==> config.mk <==
export PLATFORM = sky130hd
export DESIGN_NAME = bus_device_port
export DESIGN_NICKNAME = d
export VERILOG_FILES = /design/src/rtl/bus_device_port.sv
export SDC_FILE = /design/constraint.sdc
export NUM_CORES = 1
export LEC_CHECK = 0
export CORE_ASPECT_RATIO = 0.6
export CORE_UTILIZATION = 54
export CTS_BUF_LIST = sky130_fd_sc_hd__clkbuf_8
export DETAILED_ROUTE_END_ITERATION = 8
export GPL_TIMING_DRIVEN = 0
export PLACE_DENSITY = 0.89
export SLEW_MARGIN = 20
export SYNTH_ARGS = -nofsm -noshare
export SYNTH_HDL_FRONTEND = slang
export SYNTH_SLANG_ARGS = --single-unit
==> constraint.sdc <==
create_clock -name clk -period 2.8 [get_ports clk]
set_clock_uncertainty 0.2 [all_clocks]
set_input_delay 0.56 -clock clk [delete_from_list [all_inputs] [get_ports clk]]
set_output_delay 0.56 -clock clk [all_outputs]
set_load 0.01 [all_outputs]
==> src/rtl/bus_device_port.sv <==
// bus_device_port: device-side bus endpoint with TX/RX FIFOs; optional dest-ID filter under `PORT_ADDR_CHECK_EN
module bus_device_port #(
    parameter int         pckg_sz   = 16,
    parameter int         depth     = 8,
    parameter logic [7:0] id        = 8'd0,
    parameter logic [7:0] broadcast = 8'hFF
) (
    input  logic                   clk,
    input  logic                   reset,
    output logic                   pndng,
    output logic [pckg_sz-1:0]     D_pop,
    input  logic                   pop,
    input  logic                   push,
    input  logic [pckg_sz-1:0]     D_push,
    input  logic                   tx_valid,
    input  logic [pckg_sz-1:0]     tx_data,
    output logic                   tx_ready,
    output logic                   rx_valid,
    output logic [pckg_sz-1:0]     rx_data,
    input  logic                   rx_ready,
    output logic [$clog2(depth):0] tx_count,
    output logic [$clog2(depth):0] rx_count,
    output logic                   rx_overflow,
    output logic                   pop_underflow,
    output logic [7:0]             misaddr_cnt
);
    localparam int aw = $clog2(depth);
    localparam int cw = aw + 1;
    localparam logic [cw-1:0] full = cw'(depth);

    logic [pckg_sz-1:0] tx_mem [depth];
    logic [pckg_sz-1:0] rx_mem [depth];
    logic [aw-1:0]      tx_wp, tx_rp, rx_wp, rx_rp;
    logic               tx_wr, tx_rd, rx_wr, rx_rd, addr_hit, rx_take;

    assign tx_ready = tx_count != full;
    assign pndng    = tx_count != '0;
    assign rx_valid = rx_count != '0;
    assign tx_wr    = tx_valid && tx_ready;
    assign tx_rd    = pop && pndng;
    assign rx_rd    = rx_valid && rx_ready;
    assign rx_take  = push && addr_hit;
    // A full RX FIFO still takes the push when the local side drains the head in the same cycle
    assign rx_wr    = rx_take && (rx_count != full || rx_ready);
    assign D_pop    = pndng ? tx_mem[tx_rp] : '0;
    assign rx_data  = rx_valid ? rx_mem[rx_rp] : '0;

`ifdef PORT_ADDR_CHECK_EN
    logic [7:0] dst;
    assign dst      = D_push[pckg_sz-1 -: 8];
    assign addr_hit = dst == id || dst == broadcast;

    // Count packets dropped by the address filter, saturating
    always_ff @(posedge clk or negedge reset) begin
        if (!reset)
            misaddr_cnt <= '0;
        else if (push && !addr_hit && misaddr_cnt != 8'hFF)
            misaddr_cnt <= misaddr_cnt + 8'd1;
    end
`else
    assign addr_hit    = 1'b1;
    assign misaddr_cnt = '0;
`endif

    // FIFO storage; contents are not reset, validity comes from the counters
    always_ff @(posedge clk) begin
        if (tx_wr)
            tx_mem[tx_wp] <= tx_data;
        if (rx_wr)
            rx_mem[rx_wp] <= D_push;
    end

    // TX pointers and occupancy
    always_ff @(posedge clk or negedge reset) begin
        if (!reset) begin
            tx_wp    <= '0;
            tx_rp    <= '0;
            tx_count <= '0;
        end else begin
            if (tx_wr)
                tx_wp <= tx_wp + aw'(1);
            if (tx_rd)
                tx_rp <= tx_rp + aw'(1);
            tx_count <= (tx_wr && !tx_rd) ? tx_count + cw'(1) :
                        (tx_rd && !tx_wr) ? tx_count - cw'(1) : tx_count;
        end
    end

    // RX pointers and occupancy
    always_ff @(posedge clk or negedge reset) begin
        if (!reset) begin
            rx_wp    <= '0;
            rx_rp    <= '0;
            rx_count <= '0;
        end else begin
            if (rx_wr)
                rx_wp <= rx_wp + aw'(1);
            if (rx_rd)
                rx_rp <= rx_rp + aw'(1);
            rx_count <= (rx_wr && !rx_rd) ? rx_count + cw'(1) :
                        (rx_rd && !rx_wr) ? rx_count - cw'(1) : rx_count;
        end
    end

    // Sticky error flags, cleared only by reset
    always_ff @(posedge clk or negedge reset) begin
        if (!reset) begin
            rx_overflow   <= 1'b0;
            pop_underflow <= 1'b0;
        end else begin
            if (rx_take && !rx_wr)
                rx_overflow <= 1'b1;
            if (pop && !pndng)
                pop_underflow <= 1'b1;
        end
    end
endmodule
==> results of run 1 <==
## power breakdown
part | internal, mW | switching (mW) | total [mW]
Combinational | 3.26 | 2.89 | 6.15
Clock | 1.75 | 1.47 | 3.22
Sequential | 5.29 | 0.395 | 5.69
Total | 10.3 | 4.76 | 15.1
## area by class of cell
class / count / share of cell area
well taps: 266 / 0.02397
plain buffers: 28 / 0.02307
multi-input cells: 209 / 0.1980
flip-flops and latches: 278 / 0.5940
inverters: 5 / 0.002252
clock inverters: 27 / 0.01351
repair buffers: 155 / 0.1005
clock buffers: 45 / 0.04460
## cells in the final DEF, fill, tap and decap left out, types with 4 or more instances in the layout
cell and count:
sky130_fd_sc_hd__buf_12 7, sky130_fd_sc_hd__nor2_2 9, sky130_fd_sc_hd__a22o_1 32, sky130_fd_sc_hd__nor3_2 5, sky130_fd_sc_hd__dfrtp_1 13, sky130_fd_sc_hd__ha_1 5, sky130_fd_sc_hd__o211ai_1 6, sky130_fd_sc_hd__edfxtp_1 256
sky130_fd_sc_hd__mux4_2 64, sky130_fd_sc_hd__clkdlybuf4s50_1 46, sky130_fd_sc_hd__buf_2 32, sky130_fd_sc_hd__mux2_2 4, sky130_fd_sc_hd__a21oi_1 4, sky130_fd_sc_hd__buf_4 50, sky130_fd_sc_hd__ha_4 5, sky130_fd_sc_hd__dfrtp_2 9
sky130_fd_sc_hd__buf_6 30, sky130_fd_sc_hd__clkinv_1 7, sky130_fd_sc_hd__nand3_1 7, sky130_fd_sc_hd__clkbuf_8 50, sky130_fd_sc_hd__xnor2_1 12, sky130_fd_sc_hd__nand2b_1 4, sky130_fd_sc_hd__conb_1 8, sky130_fd_sc_hd__inv_1 11
sky130_fd_sc_hd__clkinv_2 6, sky130_fd_sc_hd__nand2_1 6
## synthesized netlist by cell type, types with 2 or more instances
master,number,share of area
sky130_fd_sc_hd__buf_1,2,0.00068
sky130_fd_sc_hd__mux4_2,64,0.13
sky130_fd_sc_hd__ha_1,10,0.011
sky130_fd_sc_hd__o211ai_1,6,0.0041
sky130_fd_sc_hd__or3_1,3,0.0017
sky130_fd_sc_hd__mux2_2,4,0.0041
sky130_fd_sc_hd__a2111o_1,2,0.0021
sky130_fd_sc_hd__nor2_1,11,0.0038
sky130_fd_sc_hd__nand2b_1,4,0.0023
sky130_fd_sc_hd__o21ai_0,2,0.00091
sky130_fd_sc_hd__buf_4,8,0.0055
sky130_fd_sc_hd__or4_1,2,0.0014
sky130_fd_sc_hd__clkbuf_1,11,0.0038
sky130_fd_sc_hd__dfrtp_1,22,0.050
sky130_fd_sc_hd__xnor2_1,12,0.0096
sky130_fd_sc_hd__a21oi_1,4,0.0018
sky130_fd_sc_hd__nand2_1,9,0.0031
sky130_fd_sc_hd__buf_2,9,0.0041
sky130_fd_sc_hd__mux2i_1,2,0.0018
sky130_fd_sc_hd__fa_1,2,0.0036
sky130_fd_sc_hd__a22o_1,32,0.026
sky130_fd_sc_hd__nor3_1,8,0.0036
sky130_fd_sc_hd__buf_6,4,0.0041
sky130_fd_sc_hd__mux2_1,2,0.0021
sky130_fd_sc_hd__inv_1,4,0.0014
sky130_fd_sc_hd__nand3_1,8,0.0036
sky130_fd_sc_hd__a21o_1,2,0.0014
sky130_fd_sc_hd__edfxtp_1,256,0.70
sky130_fd_sc_hd__nand3b_1,3,0.0021
## flip-flops by register name, summed over array words and instances, names as in the netlist
name / count
rx_mem: 128
tx_mem: 128
rx_count: 4
tx_count: 4
rx_rp: 3
rx_wp: 3
tx_rp: 3
tx_wp: 3
pop_underflow: 1
rx_overflow: 1
## logic make-up (layout without fill, tap and decap cells)
group | Yosys count | count (layout) | synth area share
flip-flops | 278 | 278 | 0.7502
buffers and inverters | 40 | 260 | 0.02119
multiplexers | 72 | 72 | 0.1392
XOR/XNOR | 12 | 12 | 0.009571
AO/OA/AOI/OAI | 49 | 49 | 0.03658
other | 1 | 8 | 0.0003415
adder cells (fa/ha/maj) | 12 | 12 | 0.01504
AND/OR/NAND/NOR | 56 | 56 | 0.02780
## per-stage QoR
| stage | hold slack, ns | power, mW | cells |
|---|---|---|---|
| global route | 0.2893 | 15.73 | 1013 |
| global placement | 0.2494 | 10.78 | 875 |
| floorplan | 0.06441 | 8.860 | 527 |
| finish | 0.2695 | 15.06 | 1013 |
| detailed placement | 0.2516 | 11.17 | 898 |
| CTS | 0.2710 | 14.76 | 992 |
## repair_timing
action | 4_1_cts | 5_1_grt
endpoints found under the hold margin | 22 | 0
setup buffers | 25 | 21
gates resized for setup | 203 | 23
endpoints found under the setup margin | 37 | 34
cloned | 2 | 1
pin swaps | 12 | 19
hold buffers | 1 | 0
## per-layer routing
layer,up-vias,global-route usage
met1,3101,0.3530
met4,0,0.05137
met5,-,0
met2,258,0.3632
li1,2553,-
met3,30,0.05256
## worst paths after layout
kind | startpoint | to | slack [ns] | cells after the start
worst max-delay path | rx_count[2] | rx_data[7] | -0.21 | 5
max in group asynchronous | reset | rx_count[0] | 1.54 | 2
worst max register to register | tx_count[0] | tx_count[3] | -0.07 | 11
min in group asynchronous | reset | rx_rp[0] | 0.42 | 2
worst min register to register | rx_overflow | rx_overflow | 0.27 | 1
worst min-delay path | rx_overflow | rx_overflow | 0.27 | 1
==> summary.txt, run 1 <==
Worst setup path
  – Data required time of the critical path: 2.04 ns
  – Top Family by Delay on Critical Path: simple AND/OR/NAND/NOR gates
  – Worst-path cell with the longest stage delay: sky130_fd_sc_hd__or4_4
  – Critical path arrival: between 2 and 2.5 ns
  – Crit-path max FO: 5
  – Kind of start point of the critical path: flip-flop
  – Delay of the slowest critical-path stage: just under 0.6 ns
  – Cells along the critical path: or4_4 -> and2_4 -> buf_8 -> a22o_1 -> buf_2
  – CP Capture Type: primary output
  – CP Buf/Inv Count: 2
  – Critical path class: flip-flop to primary output

Layout
  – Core Util, Final: 0.7133
  – FF+latch area: about 0.0082 mm²
  – Antenna diodes: 0
  – Area growth syn-to-layout: 26.47%
  – Fraction of layout cells with a size suffix above 1: 0.4070
  – Nets@finish: 767
  – Final Instance Area: 0.01389 mm²
  – Number of fill cells in the layout: 1,129
  – Area of the multi-input gates: roughly 0.0028 mm²

Floorplanning
  – Initial core utilization: 0.5640
  – I/O pin cnt: 91
  – Cell Rows: 39
  – Vertical die dimension: ~110 µm
  – Floorplan die area: 0.02093 mm²
  – Core box area: between 0.015 and 0.02 mm²
  – Die X: 186.1 µm

Timing
  – Total Negative Setup Slacks: -4.457 ns
  – Number of setup violations in the final report: 33
  – Worst slew slack as a fraction of its limit: 0.5797
  – Slew @ Worst Pin: 0.6276 ns
  – Final Hold Vio Count: 0
  – Setup ws final: -0.2130 ns
  – Portion of the clock cycle consumed by the worst path in the final layout: 1.076
  – Min cycle time layout: about 3 ns
  – Maximum clock frequency: around 330 MHz
  – Unrepaired setup endpoints after global routing: yes
  – Final count of pins violating max slew: 0

Run status
  – Violated checks: negative setup slack
  – Status: finished with violations

Flow run
  – # Max-Cap Violations: 0

Drt
  – Routed wire length on met3: approximately 1700 µm
  – Number of vias in the routed layout: roughly 5,900
  – Routed wire length: roughly 24,000 µm
  – First-pass detailed-route iteration total: 5
  – Detailed-routed wire length on met2: ~11,000 µm
  – Detailed Route Iter0 Violations: 630
  – Routed metal-1 wire length: 10,710 µm
  – Average routed wire per standard cell: approximately 24 µm
  – Top Metal Used: met4
  – Residual DRC count: 0
  – Vias per Instance: around 5.9
  – Count of nets left with antenna violations after detail routing: 0

Synthesis
  – Sequential area share after synthesis: 0.7502
  – Synthesized flop and latch total: 278
  – Number of enable flip-flop cells after synthesis: roughly 260
  – Synthesized cell area: 0.01098 mm²
  – Async set-or-reset flop fraction in the synthesized netlist: 0.07914
  – Most frequently used flop master after synthesis: sky130_fd_sc_hd__edfxtp_1
  – Post-Synthesis Mean Instance Area: about 21 µm²
  – Number of distinct library cells after synthesis: 41
  – Warning count from the yosys run: 0
  – Post-Synthesis Cells: 520

Global routing
  – Total Routing Usage GR: 0.2368
  – Maximum number of pins on one net before global-route repair: 23
  – Global-route wire length before repair: approximately 36,000 µm
  – Via count of the first global-routing pass: between 6,000 and 7,000
  – Antenna violations before repair: 0
  – GRT overflow: 0

Power
  – Power density cells: approximately 1100 mW/mm²
  – Static Leakage: between 4 and 5 nW
  – Peak supply drop: 0.0006892 V

Clocking
  – Clock transition at path regs: 0.07 ns
  – CTS tree: built
  – Clock tree root buffer cell: sky130_fd_sc_hd__clkbuf_8
  – Clock network latency to the later pin of the worst-skew pair: 0.50 ns
  – Clock Sink Count: between 200 and 300
  – H-tree lvl count: 2
  – Max clock buf depth: 3
  – Clock buffer count from CTS: 40

Place
  – Dpl ws: -0.6692 ns
  – Quantity of I/O buffers inserted on ports: 82
  – Final GP Congestion: around 0.75
  – Sum of net half-perimeters after detailed placement: 15,440 µm
  – Placed inst area: approximately 0.012 mm²

Hold path
  – Path type of the worst min-delay path: flip-flop to flip-flop
Note: power is estimated with default switching activity, not from simulation.
==> run 2: changes to the inputs <==
- CORE_UTILIZATION: 54 -> 56
- PLACE_DENSITY: 0.89 -> 0.88
- clock period: 2.8 -> 3.1 ns (I/O delays scaled with it)
==> run 2 against run 1 <==
The flow still finishes with violations (negative setup slack). Routed wire length grew 0.80%. Register-to-register slack better by 0.15 ns. Non-clock buffer count shrank 12. Global-route usage rose by 1.0 points. Clock-buffer cell count down 4. Critical path depth unchanged. Utilization shrank 0.41 points. Via count up 0.76%. Cell area fell by 2.3%.
==> summary.txt, run 2 (synthesis gave the netlist of run 1 again) <==
Global routing
  – Antenna violations before repair: 0
  – GRT overflow: 0
  – GR Util met3: 0.04584
  – Global-route wire length before repair: between 30,000 and 40,000 µm
  – Maximum number of pins on one net before global-route repair: 23
  – Met2 usage in global routing: 0.3753
  – Global routing's busiest layer: met2
  – Via count of the first global-routing pass: approximately 6,300
  – Met1 track demand over resource in global routing: 0.3723
  – Total Routing Usage GR: 0.2469

Floorplanning
  – Core box area: about 0.019 mm²
  – Die X: 182.8 µm
  – Floorplan die area: a little over 0.02 mm²
  – I/O pin cnt: slightly above 90
  – Vertical die dimension: approximately 110 µm
  – Cell Rows: 39
  – Initial core utilization: 0.5740

Layout
  – Area growth syn-to-layout: 23.53%
  – Number of fill cells in the layout: 1,136
  – Biggest registers after layout: rx_mem (128), tx_mem (128)
  – Fraction of layout cells with a size suffix above 1: 0.3641
  – Final Instance Area: around 0.014 mm²
  – Antenna diodes: 0
  – Most frequent cells in the layout: sky130_fd_sc_hd__edfxtp_1, sky130_fd_sc_hd__mux4_2, sky130_fd_sc_hd__clkdlybuf4s50_1
  – Nets@finish: between 700 and 800
  – Most common library cell in the layout ignoring fill and taps: sky130_fd_sc_hd__edfxtp_1

Timing
  – Final count of pins violating max slew: 0
  – Unrepaired setup endpoints after global routing: yes
  – Min cycle time layout: slightly above 3 ns
  – Number of setup violations in the final report: 1
  – Slew @ Worst Pin: between 0.8 and 0.9 ns
  – Worst hold slack after final layout: approximately 0.26 ns
  – Maximum clock frequency: 321.8 MHz
  – Final Hold Vio Count: 0
  – Portion of the clock cycle consumed by the worst path in the final layout: 1.002
  – Worst slew slack as a fraction of its limit: 0.4188
  – Setup ws final: -0.007337 ns

Run status
  – Violated checks: negative setup slack
  – Status: finished with violations

Drt
  – Number of vias in the routed layout: approximately 6,000
  – Routed wire length: between 20,000 and 25,000 µm
  – First-pass detailed-route iteration total: 5
  – Vias per Instance: about 6.0
  – Detailed Route Iter0 Violations: 608
  – Average routed wire per standard cell: ~24 µm
  – Count of nets left with antenna violations after detail routing: 0
  – Residual DRC count: 0

Worst setup path
  – Cells along the critical path: or4_4 -> and2_4 -> buf_8 -> a22o_1 -> buf_2
  – Worst-path cell with the longest stage delay: sky130_fd_sc_hd__or4_4
  – Kind of start point of the critical path: flip-flop
  – Crit-path max FO: 8
  – Critical path arrival: roughly 2.3 ns
  – Data required time of the critical path: roughly 2.3 ns
  – Critical path class: flip-flop to primary output
  – Top Family by Delay on Critical Path: simple AND/OR/NAND/NOR gates
  – Delay of the slowest critical-path stage: 0.58 ns
  – CP Buf/Inv Count: 2
  – CP Capture Type: primary output
  – Worst R2R Setup Slack: 0.08 ns

Place
  – Placed inst area: 0.01244 mm²
  – Sum of net half-perimeters after detailed placement: 15,720 µm
  – Quantity of I/O buffers inserted on ports: 82
  – Final GP Congestion: roughly 0.76

Clocking
  – H-tree lvl count: 2
  – Clock Sink Count: 278
  – Clock buffer count from CTS: 40
  – Clock network latency to the later pin of the worst-skew pair: roughly 0.54 ns
  – Max clock buf depth: 3
  – CTS tree: built
  – Clock tree root buffer cell: sky130_fd_sc_hd__clkbuf_8
  – Clock transition at path regs: around 0.06 ns

Hold path
  – Path type of the worst min-delay path: flip-flop to flip-flop

Flow run
  – # Max-Cap Violations: 0

Power
  – Static Leakage: 4.746 nW
  – Power density cells: between 900 and 1000 mW/mm²
  – Peak supply drop: 0.0006151 V
## run 2: changes by cell type in the layout (fill, tap and decap cells not counted), moves of 4 or more
cell and change:
sky130_fd_sc_hd__clkbuf_8 -7, sky130_fd_sc_hd__inv_1 +10, sky130_fd_sc_hd__clkbuf_2 +7, sky130_fd_sc_hd__buf_8 +4, sky130_fd_sc_hd__buf_2 -9, sky130_fd_sc_hd__ha_4 -4, sky130_fd_sc_hd__buf_6 -17
## run 2: path summary, 6_finish.rpt
check | start | to | cells past startpoint
worst min-delay path | rx_overflow | rx_overflow | 1
min in group asynchronous | reset | rx_wp[1] | 2
max in group asynchronous | reset | rx_rp[1] | 2
worst min register to register | rx_overflow | rx_overflow | 1
worst max-delay path | rx_count[3] | rx_data[13] | 5
worst max register to register | rx_count[3] | rx_count[3] | 9
## run 2: what timing repair did
action,4_1_cts,5_1_grt
pin swaps,11,16
gates cloned,3,1
endpoints found under the hold margin,0,22
setup buffers,25,11
resized for setup,162,24
hold buffers,0,1
setup endpoints to repair,34,34
## run 2: layout make-up
cell class / count / area [µm²] / share of cell area
plain buffers: 28 / 302.8 / 0.02232
inverters: 5 / 18.77 / 0.001384
flip-flops and latches: 278 / 8248 / 0.6081
clock inverters: 32 / 158.9 / 0.01171
repair buffers: 143 / 1286 / 0.09482
clock buffers: 41 / 564.3 / 0.04160
multi-input cells: 209 / 2653 / 0.1956
well taps: 266 / 332.8 / 0.02454
## run 2: through the flow
step | TNS, ns | util | worst slack (ns) | power [mW] | std cells
detailed placement | -6.211 | 0.6501 | -0.6262 | 10.06 | 897
global route | -0.5915 | 0.7091 | -0.05838 | 13.74 | 1002
global placement | -175.47 | 0.6357 | -2.087 | 9.681 | 875
floorplan | 0 | - | 0.01418 | 7.969 | 527
finish | -0.007337 | 0.7091 | -0.007337 | 13.14 | 1002
CTS | -0.08515 | 0.7031 | -0.03252 | 12.97 | 991
## run 2: layer usage
layer  part of all wire  wire [µm]
met2               0.47      11490
met4              0.014        350
met1               0.43      10410
met3              0.082       1999
met5                  0          0
## run 2: power breakdown
group	internal, mW	leakage (nW)	total (mW)	switching [mW]
sequential	4.78	2.57	5.12	0.342
clock	1.32	0.434	2.67	1.35
combinational	2.78	1.74	5.35	2.57
